--- config.mk ---
export PLATFORM = sky130hd
export DESIGN_NAME = mem_arbiter_flat
export DESIGN_NICKNAME = d
export VERILOG_FILES = /design/src/rtl/mem_arb_pkg.sv /design/src/rtl/mem_arbiter_if.sv /design/src/rtl/mem_arbiter.sv /design/src/flat_wrapper.sv
export SDC_FILE = /design/constraint.sdc
export NUM_CORES = 1
export LEC_CHECK = 0
export ABC_AREA = 1
export CAP_MARGIN = 20
export CORE_MARGIN = 10
export CORE_UTILIZATION = 45
export CTS_CLUSTER_DIAMETER = 120
export DETAILED_ROUTE_END_ITERATION = 10
export DONT_BUFFER_PORTS = 1
export PLACE_DENSITY_LB_ADDON = 0.1
export SKIP_CTS_REPAIR_TIMING = 1
export SYNTH_ARGS = -nofsm -noshare
export SYNTH_HDL_FRONTEND = slang
export SYNTH_SLANG_ARGS = --single-unit
--- constraint.sdc ---
create_clock -name clk -period 3 [get_ports clk]
set_input_delay 0.3 -clock clk [delete_from_list [all_inputs] [get_ports clk]]
set_output_delay 0.3 -clock clk [all_outputs]
set_load 0.1 [all_outputs]
--- src/rtl/mem_arb_pkg.sv ---
// Shared types and constants for the IF/MEM memory arbiter.
package mem_arb_pkg;

    localparam int unsigned WORD_W  = 32;
    localparam int unsigned BURST_W = 4;

    typedef logic [1:0] state_t;

    localparam state_t IDLE   = 2'd0;
    localparam state_t BUSY_I = 2'd1;
    localparam state_t BUSY_D = 2'd2;
    localparam state_t RESP   = 2'd3;

    localparam logic SEL_I = 1'b0;
    localparam logic SEL_D = 1'b1;

endpackage

--- src/rtl/mem_arbiter_if.sv ---
// Pipeline-side and memory-side signals of the arbiter, bundled in one interface.
interface mem_arbiter_if
    import mem_arb_pkg::*;
    ();

    logic              if_req;
    logic [WORD_W-1:0] if_addr;
    logic [WORD_W-1:0] if_rdata;
    logic              if_ready;
    logic              stall_if;

    logic              d_req;
    logic              d_we;
    logic [WORD_W-1:0] d_addr;
    logic [WORD_W-1:0] d_wdata;
    logic [WORD_W-1:0] d_rdata;
    logic              d_ready;
    logic              stall_mem;

    logic              mem_req;
    logic              mem_we;
    logic [WORD_W-1:0] mem_addr;
    logic [WORD_W-1:0] mem_wdata;
    logic [WORD_W-1:0] mem_rdata;
    logic              mem_ack;

    // Arbiter view
    modport slave (
        input  if_req, if_addr, d_req, d_we, d_addr, d_wdata, mem_rdata, mem_ack,
        output if_rdata, if_ready, stall_if, d_rdata, d_ready, stall_mem,
               mem_req, mem_we, mem_addr, mem_wdata
    );

    // Pipeline + memory view
    modport master (
        output if_req, if_addr, d_req, d_we, d_addr, d_wdata, mem_rdata, mem_ack,
        input  if_rdata, if_ready, stall_if, d_rdata, d_ready, stall_mem,
               mem_req, mem_we, mem_addr, mem_wdata
    );

endinterface

--- src/rtl/mem_arbiter.sv ---
// Serializes IF and MEM stage accesses onto one variable-latency memory.
// MEM has priority; a burst counter forces a fetch grant after MAX_D_BURST data grants.
module mem_arbiter
    import mem_arb_pkg::*;
#(
    parameter int unsigned MAX_D_BURST = 4
) (
    input  logic          clk,
    input  logic          reset_b,
    mem_arbiter_if.slave  bus
);

    state_t              r_state;
    logic [BURST_W-1:0]  r_burst_cnt;
    logic                r_mem_req;
    logic                r_mem_we;
    logic [WORD_W-1:0]   r_mem_addr;
    logic [WORD_W-1:0]   r_mem_wdata;
    logic [WORD_W-1:0]   r_if_rdata;
    logic [WORD_W-1:0]   r_d_rdata;
    logic                r_if_ready;
    logic                r_d_ready;

    logic                w_burst_max;
    logic                w_any_req;
    logic                w_sel;

    assign w_burst_max = (r_burst_cnt == BURST_W'(MAX_D_BURST));
    assign w_any_req   = bus.if_req | bus.d_req;
    // Data wins unless a fetch has waited through a full data burst
    assign w_sel       = (bus.d_req && !(bus.if_req && w_burst_max)) ? SEL_D : SEL_I;

    always_ff @(posedge clk) begin
        if (reset_b) begin
            r_state     <= IDLE;
            r_burst_cnt <= '0;
            r_mem_req   <= 1'b0;
            r_mem_we    <= 1'b0;
            r_mem_addr  <= '0;
            r_mem_wdata <= '0;
            r_if_rdata  <= '0;
            r_d_rdata   <= '0;
            r_if_ready  <= 1'b0;
            r_d_ready   <= 1'b0;
        end else begin
            case (r_state)
                IDLE: begin
                    if (w_any_req) begin
                        r_mem_req <= 1'b1;
                        if (w_sel == SEL_D) begin
                            r_state     <= BUSY_D;
                            r_mem_we    <= bus.d_we;
                            r_mem_addr  <= bus.d_addr;
                            r_mem_wdata <= bus.d_wdata;
                            if (!bus.if_req) begin
                                r_burst_cnt <= '0;
                            end else if (!w_burst_max) begin
                                r_burst_cnt <= r_burst_cnt + BURST_W'(1);
                            end
                        end else begin
                            r_state     <= BUSY_I;
                            r_mem_we    <= 1'b0;
                            r_mem_addr  <= bus.if_addr;
                            r_mem_wdata <= '0;
                            r_burst_cnt <= '0;
                        end
                    end
                end
                BUSY_I: begin
                    if (bus.mem_ack) begin
                        r_state    <= RESP;
                        r_mem_req  <= 1'b0;
                        r_mem_we   <= 1'b0;
                        r_if_rdata <= bus.mem_rdata;
                        r_if_ready <= 1'b1;
                    end
                end
                BUSY_D: begin
                    if (bus.mem_ack) begin
                        r_state   <= RESP;
                        r_mem_req <= 1'b0;
                        r_mem_we  <= 1'b0;
                        r_d_rdata <= r_mem_we ? '0 : bus.mem_rdata;
                        r_d_ready <= 1'b1;
                    end
                end
                RESP: begin
                    r_state    <= IDLE;
                    r_if_ready <= 1'b0;
                    r_d_ready  <= 1'b0;
                end
                default: begin
                    r_state <= IDLE;
                end
            endcase
        end
    end

    assign bus.mem_req   = r_mem_req;
    assign bus.mem_we    = r_mem_we;
    assign bus.mem_addr  = r_mem_addr;
    assign bus.mem_wdata = r_mem_wdata;
    assign bus.if_rdata  = r_if_rdata;
    assign bus.d_rdata   = r_d_rdata;
    assign bus.if_ready  = r_if_ready;
    assign bus.d_ready   = r_d_ready;
    assign bus.stall_if  = bus.if_req & ~r_if_ready;
    assign bus.stall_mem = bus.d_req & ~r_d_ready;

endmodule

--- src/flat_wrapper.sv ---
// flat-port wrapper written by rule: the top's interface ports become plain ports
module mem_arbiter_flat import mem_arb_pkg::*;
#(
    parameter int unsigned MAX_D_BURST = 4
)
  (clk, reset_b, bus_if_req, bus_if_addr, bus_d_req, bus_d_we, bus_d_addr, bus_d_wdata, bus_mem_rdata, bus_mem_ack, bus_if_rdata, bus_if_ready, bus_stall_if, bus_d_rdata, bus_d_ready, bus_stall_mem, bus_mem_req, bus_mem_we, bus_mem_addr, bus_mem_wdata);
  mem_arbiter_if bus_i ();
  input  logic clk;
  input  logic reset_b;
  input wire logic [$bits(bus_i.if_req)-1:0] bus_if_req;
  input wire logic [$bits(bus_i.if_addr)-1:0] bus_if_addr;
  input wire logic [$bits(bus_i.d_req)-1:0] bus_d_req;
  input wire logic [$bits(bus_i.d_we)-1:0] bus_d_we;
  input wire logic [$bits(bus_i.d_addr)-1:0] bus_d_addr;
  input wire logic [$bits(bus_i.d_wdata)-1:0] bus_d_wdata;
  input wire logic [$bits(bus_i.mem_rdata)-1:0] bus_mem_rdata;
  input wire logic [$bits(bus_i.mem_ack)-1:0] bus_mem_ack;
  output wire logic [$bits(bus_i.if_rdata)-1:0] bus_if_rdata;
  output wire logic [$bits(bus_i.if_ready)-1:0] bus_if_ready;
  output wire logic [$bits(bus_i.stall_if)-1:0] bus_stall_if;
  output wire logic [$bits(bus_i.d_rdata)-1:0] bus_d_rdata;
  output wire logic [$bits(bus_i.d_ready)-1:0] bus_d_ready;
  output wire logic [$bits(bus_i.stall_mem)-1:0] bus_stall_mem;
  output wire logic [$bits(bus_i.mem_req)-1:0] bus_mem_req;
  output wire logic [$bits(bus_i.mem_we)-1:0] bus_mem_we;
  output wire logic [$bits(bus_i.mem_addr)-1:0] bus_mem_addr;
  output wire logic [$bits(bus_i.mem_wdata)-1:0] bus_mem_wdata;
  assign bus_i.if_req = bus_if_req;
  assign bus_i.if_addr = bus_if_addr;
  assign bus_i.d_req = bus_d_req;
  assign bus_i.d_we = bus_d_we;
  assign bus_i.d_addr = bus_d_addr;
  assign bus_i.d_wdata = bus_d_wdata;
  assign bus_i.mem_rdata = bus_mem_rdata;
  assign bus_i.mem_ack = bus_mem_ack;
  assign bus_if_rdata = bus_i.if_rdata;
  assign bus_if_ready = bus_i.if_ready;
  assign bus_stall_if = bus_i.stall_if;
  assign bus_d_rdata = bus_i.d_rdata;
  assign bus_d_ready = bus_i.d_ready;
  assign bus_stall_mem = bus_i.stall_mem;
  assign bus_mem_req = bus_i.mem_req;
  assign bus_mem_we = bus_i.mem_we;
  assign bus_mem_addr = bus_i.mem_addr;
  assign bus_mem_wdata = bus_i.mem_wdata;
  mem_arbiter #(.MAX_D_BURST(MAX_D_BURST)) u_core (.clk(clk), .reset_b(reset_b), .bus(bus_i));
endmodule
=== Word level (Yosys, flattened, before mapping) ===
Cells that the tools add are included.

* Register bits after elaboration: 138
* Latch bits: 0
* Memory bits (writable): 0
* Memory bits (read-only): 0
* Logic and storage cells: 61
* Memories: 0

* Add/subtract/negate cells: 1
* Multiply operators: 0
* Div/mod/pow operators: 0
* Magnitude comparators: 0
* Equal/unequal tests: 9
* Shift-type cells: 0
* Multiplexer cells: 20
* Bitwise operators: 5
* Reduce and logical (&&, ||, !) cells: 16

{| class="wikitable"
|+ Operators by type and width
! operator !! count
|-
| two-way mux 32 bit || 3
|-
| two-way mux 4 bit || 3
|-
| AND reduction 2 bit || 6
|-
| case mux 1 bit (2 select lines) || 4
|-
| two-way mux 1 bit || 6
|-
| two-way mux 2 bit || 3
|-
| case mux 2 bit (3 select lines) || 1
|-
| AND reduction 3 bit || 2
|-
| nonzero test 2 bit || 3
|-
| adder 4 x 1 -> 4 bit (second input constant) || 1
|-
| equality test 2 bit (second input constant) || 2
|-
| equality test 4 x 3 -> 1 bit (second input constant) || 1
|-
| != test 2 x 1 -> 1 bit (second input constant) || 2
|-
| != test 2 bit (second input constant) || 2
|-
| != test 3 bit (second input constant) || 1
|-
| AND 1 bit || 2
|-
| equality test 2 x 1 -> 1 bit (second input constant) || 1
|-
| logical AND 1 bit || 2
|-
| logical NOT 2 bit || 1
|-
| inverter 1 bit || 2
|-
| OR reduction 2 bit || 1
|-
| logical NOT 1 bit || 1
|-
| OR 1 bit || 1
|}

=== Depth between registers and ports, before layout ===
* Word-level depth: 8
* Depth in mapped cells: 11
* Gate-level depth less buffers: 10

=== Least setup slack after synthesis ===
No wires, ideal clock.

* Path type: input -> output
* Start: in bus_d_req
* End: out bus_stall_mem
* Data arrival time: 2.057 ns
* Required time: 2.700 ns
* Setup slack: 0.643 ns
* Cell stages on the path: 4
* Path buffers: 2
* Path through: buf_2 buf_1 inv_1 nor2_1

* Word-level cells in the longest chain between the ends: 1

{| class="wikitable"
|+ Ends and longest elaborated chain
! item !! line !! source
|-
| start: declaration || flat_wrapper.sv:12 || <nowiki>input wire logic [$bits(bus_i.d_req)-1:0] bus_d_req;</nowiki>
|-
| AND 1 bit || mem_arbiter.sv:108 || <nowiki>assign bus.stall_mem = bus.d_req & ~r_d_ready;</nowiki>
|-
| end: declaration || flat_wrapper.sv:23 || <nowiki>output wire logic [$bits(bus_i.stall_mem)-1:0] bus_stall_mem;</nowiki>
|}

No other way between the ends.

=== Worst setup path after layout ===
* Start: reg u_core.r_state[0]
* End: reg u_core.r_mem_wdata[12], in the netlist u_core.bus.mem_wdata[12]

* Word-level cells in the longest chain between the ends: 2

{| class="wikitable"
|+ Ends and longest elaborated chain
! item !! line !! source
|-
| start: declaration || mem_arbiter.sv:13 || <nowiki>state_t r_state;</nowiki>
|-
| start signal: assignment || mem_arbiter.sv:35 || <nowiki>r_state <= IDLE;</nowiki>
|-
| start signal: assignment || mem_arbiter.sv:51 || <nowiki>r_state <= BUSY_D;</nowiki>
|-
| start signal: assignment || mem_arbiter.sv:61 || <nowiki>r_state <= BUSY_I;</nowiki>
|-
| logical NOT 2 bit || mem_arbiter.sv:46 || <nowiki>case (r_state)</nowiki>
|-
| AND reduction 2 bit (no line) || -- ||
|-
| end signal: assignment || mem_arbiter.sv:54 || <nowiki>r_mem_wdata <= bus.d_wdata;</nowiki>
|-
| end: declaration || mem_arbiter.sv:18 || <nowiki>logic [WORD_W-1:0] r_mem_wdata;</nowiki>
|}

No other way between the ends.
A chain may end at the register's enable or synchronous reset.

==> results.json <==
{
  "yosysSeqAreaShare_pct": 49.04,
  "final_layout_size_suffix_gt1_share_pct": 6.914,
  "antenna_found_initial": 0,
  "yosysMostFrequentCell": "nand2_1",
  "cts_root_buf": "clkbuf_16",
  "wl_met2_um": 8087,
  "pwr-share-clk_pct": 24.9,
  "status": "finished, final reports clean",
  "p_switching_w": 0.004905,
  "yosys.area.top_type": "dfxtp_1",
  "crit_type": "flop to flop",
  "netlist_top_cells_count": "150 x nand2_1, 142 x nor2_1, 138 x dfxtp_1, 102 x nand3_1, 71 x a21oi_1",
  "fin_worst_skew_ps": 9.492,
  "wirelength_um": 16910,
  "areaGrowthSynthToFinish_pct": 13.39,
  "worstHoldPathType": "primary input to flop",
  "wl_met3_um": 2324,
  "detailed_place.area_mm2": 0.005718,
  "ir_drop_uv": 717.8,
  "grt_pass1_wl_um": 26280,
  "drc": 0,
  "p_per_area_mw_per_mm2": 1436,
  "grt_max_degree": 71,
  "setup_viol": 0,
  "fmax_ghz": 0.4782,
  "cpMaxStageDelayCell": "clkinv_2",
  "p_seq_share_pct": 57.9,
  "p_int_w": 0.004270,
  "htreeDepth": 4,
  "die_w_um": 131.9,
  "rsz0062_at_grt": "false",
  "rows": 40,
  "min_period_ps": 2091,
  "ant_nets": 0,
  "place.gp.congestion": 0.7715,
  "synthesis.instances": 790,
  "hpwlAfterDp_um": 12370,
  "critical_path.top_delay_family": "buffers and inverters",
  "finalMaxSlewViolations": 0,
  "yosys-top-cells-area": "dfxtp_1 49%, nand2_1 10%, nor2_1 9.5%",
  "synth_edf_count": 0,
  "synthDistinctLibCells": 20,
  "via_per_inst": 5.221,
  "clkTransAtPathRegs_ps": 60,
  "hold_viol_final": 0,
  "tightestPinTransition_ps": 1043,
  "cts_sinks": 138,
  "pwr-share-comb_pct": 17.3,
  "cts_made_buffers": 17,
  "grt_pass1_vias": 4779,
  "globalRouteOverflowTotal": 0,
  "start_util_pct": 46.51,
  "clk_latency_ps": 410,
  "drtPass1Iterations": 8,
  "syn_area_mm2": 0.005633,
  "first_iter_violations": 316,
  "dieArea_mm2": 0.01739,
  "synth_top_area_share_pct": 49.04,
  "maxCapViolCount": 0,
  "cts_tree": "yes",
  "io_buffers": 0,
  "final_cell_area_mm2": 0.006387,
  "ys.flop_type": "dfxtp_1",
  "slew_headroom_pct": 30.36,
  "cp_cell_sequence": "inv_1, ha_1, o21ai_1, clkinv_2, buf_4, o21ai_0, a21oi_1",
  "core_mm2": 0.01211,
  "antenna_cells": 0,
  "die_y_um": 131.9,
  "cp_slowest_stage_delay_ps": 410,
  "crit_path_end_kind": "flop",
  "m1WireLength_um": 6168,
  "top_layer_used": "met4",
  "path_buf_inv": 3,
  "p_leak_nw": 2.786,
  "synth_warnings": 0,
  "wl_per_cell_um": 17.82,
  "grt_use_total_pct": 18.48,
  "synth-async-reset-ratio_pct": 0,
  "num_io_pins": 268,
  "synth_nets": 930,
  "avgSynthCellArea_um2": 7.130,
  "ys_ff_latch": 138,
  "finish.net_count": 909,
  "fin_crit_sh_pct": 69.71,
  "swShare_pct": 53.46,
  "vias": 4955,
  "clock_path_buffers": 2,
  "cp-start-kind": "flop",
  "crit_fanout": 33,
  "tns_ps": 0,
  "critPathRequiredTime_ps": 3300,
  "critPathArrivalTime_ps": 2390
}
worst register-to-register path, delay by kind of cell, from the launching register on:
| family | cells | cell delay, ps |
|---|---|---|
| buffers and inverters | 3 | 880 |
| adders and majority gates | 1 | 270 |
| AOI/OAI and AO/OA | 3 | 440 |
| DFF | 1 | 380 |
power groups by stage:
stage | combinational, W | clock, W | sequential (W)
floorplan | 0.00118 | 0 | 0.00538
finish | 0.00158 | 0.00228 | 0.00531
CTS | 0.00159 | 0.00232 | 0.00533
global route | 0.00182 | 0.00241 | 0.00537
detailed placement | 0.00158 | 0 | 0.00535
global placement | 0.00152 | 0 | 0.00535
worst paths after layout:
path                            cells after the start                  start  slack [ps]                       end
worst min register to register                      2  u_core.r_burst_cnt[1]         500     u_core.r_burst_cnt[1]
worst max register to register                      7      u_core.r_state[0]         910  u_core.bus.mem_wdata[12]
worst max-delay path                                7      u_core.r_state[0]         910  u_core.bus.mem_wdata[12]
worst min-delay path                                2         bus_d_wdata[8]          20   u_core.bus.mem_wdata[8]
final cells by class:
cell class / count / area, um^2
Inverter: 51 / 192.7
Multi-Input combinational cell: 544 / 2420
Tap cell: 168 / 210.2
Sequential cell: 138 / 2763
Clock buffer: 20 / 456.7
Clock inverter: 11 / 192.7
Timing Repair Buffer: 17 / 152.6
Fill cell: 1238 / 5724
per-stage QoR:
| stage | hold WS [ps] | setup slack [ps] | instances | total power, W | utilization, % |
|---|---|---|---|---|---|
| 2_1_floorplan | 440.7 | 642.5 | 790 | 0.006557 | - |
| 5_1_grt | 6.406 | 659.7 | 949 | 0.009598 | 52.74 |
| 3_3_place_gp | 380.5 | 1032 | 917 | 0.006868 | 47.21 |
| 4_1_cts | -54.15 | 900.2 | 948 | 0.009241 | 52.57 |
| 3_5_place_dp | 383.4 | 912.1 | 917 | 0.006937 | 47.21 |
| 6_report | 21.30 | 908.8 | 949 | 0.009175 | 52.74 |
metal layers:
layer | GRT usage (%) | up-vias
met5 | 0 | -
met4 | 7.231 | 0
met3 | 10.48 | 26
met2 | 29.49 | 223
met1 | 19.84 | 2212
li1 | - | 2494
cell usage in the layout, fill, tap and decap left out:
master,n
o21ai_0,60
bufinv_16,5
buf_4,15
inv_6,1
clkinvlp_4,2
clkinv_4,1
xor2_1,1
nand2_1,150
nor2_2,2
clkbuf_8,2
o21ai_1,8
a21oi_1,71
buf_12,2
ha_1,6
nand2_2,1
nand4_1,1
clkinv_2,3
nor2_1,140
inv_1,48
nor3_1,1
nand3_1,102
inv_2,2
clkbuf_1,1
clkbuf_16,17
dfxtp_1,138
nand2_4,1
state kept, by name (all words and copies together) (netlist names), 2 cells and up:
name and flops:
u_core.bus.if_rdata 32, u_core.r_burst_cnt 4, u_core.bus.mem_addr 32, u_core.r_state 2, u_core.bus.mem_wdata 32, u_core.bus.d_rdata 32
cell families (layout without fill, tap and decap cells):
family / count (synthesis) / in the layout / share of synthesized area (%)
and+or+nand+nor: 398 / 398 / 29.03
buffers and inverters: 108 / 99 / 8.085
adders and majority gates: 6 / 6 / 1.333
AOI/OAI and AO/OA: 139 / 139 / 12.35
xor gates and xnor gates: 1 / 1 / 0.1555
DFF: 138 / 138 / 49.04
Power figures use the tool's default switching activity.
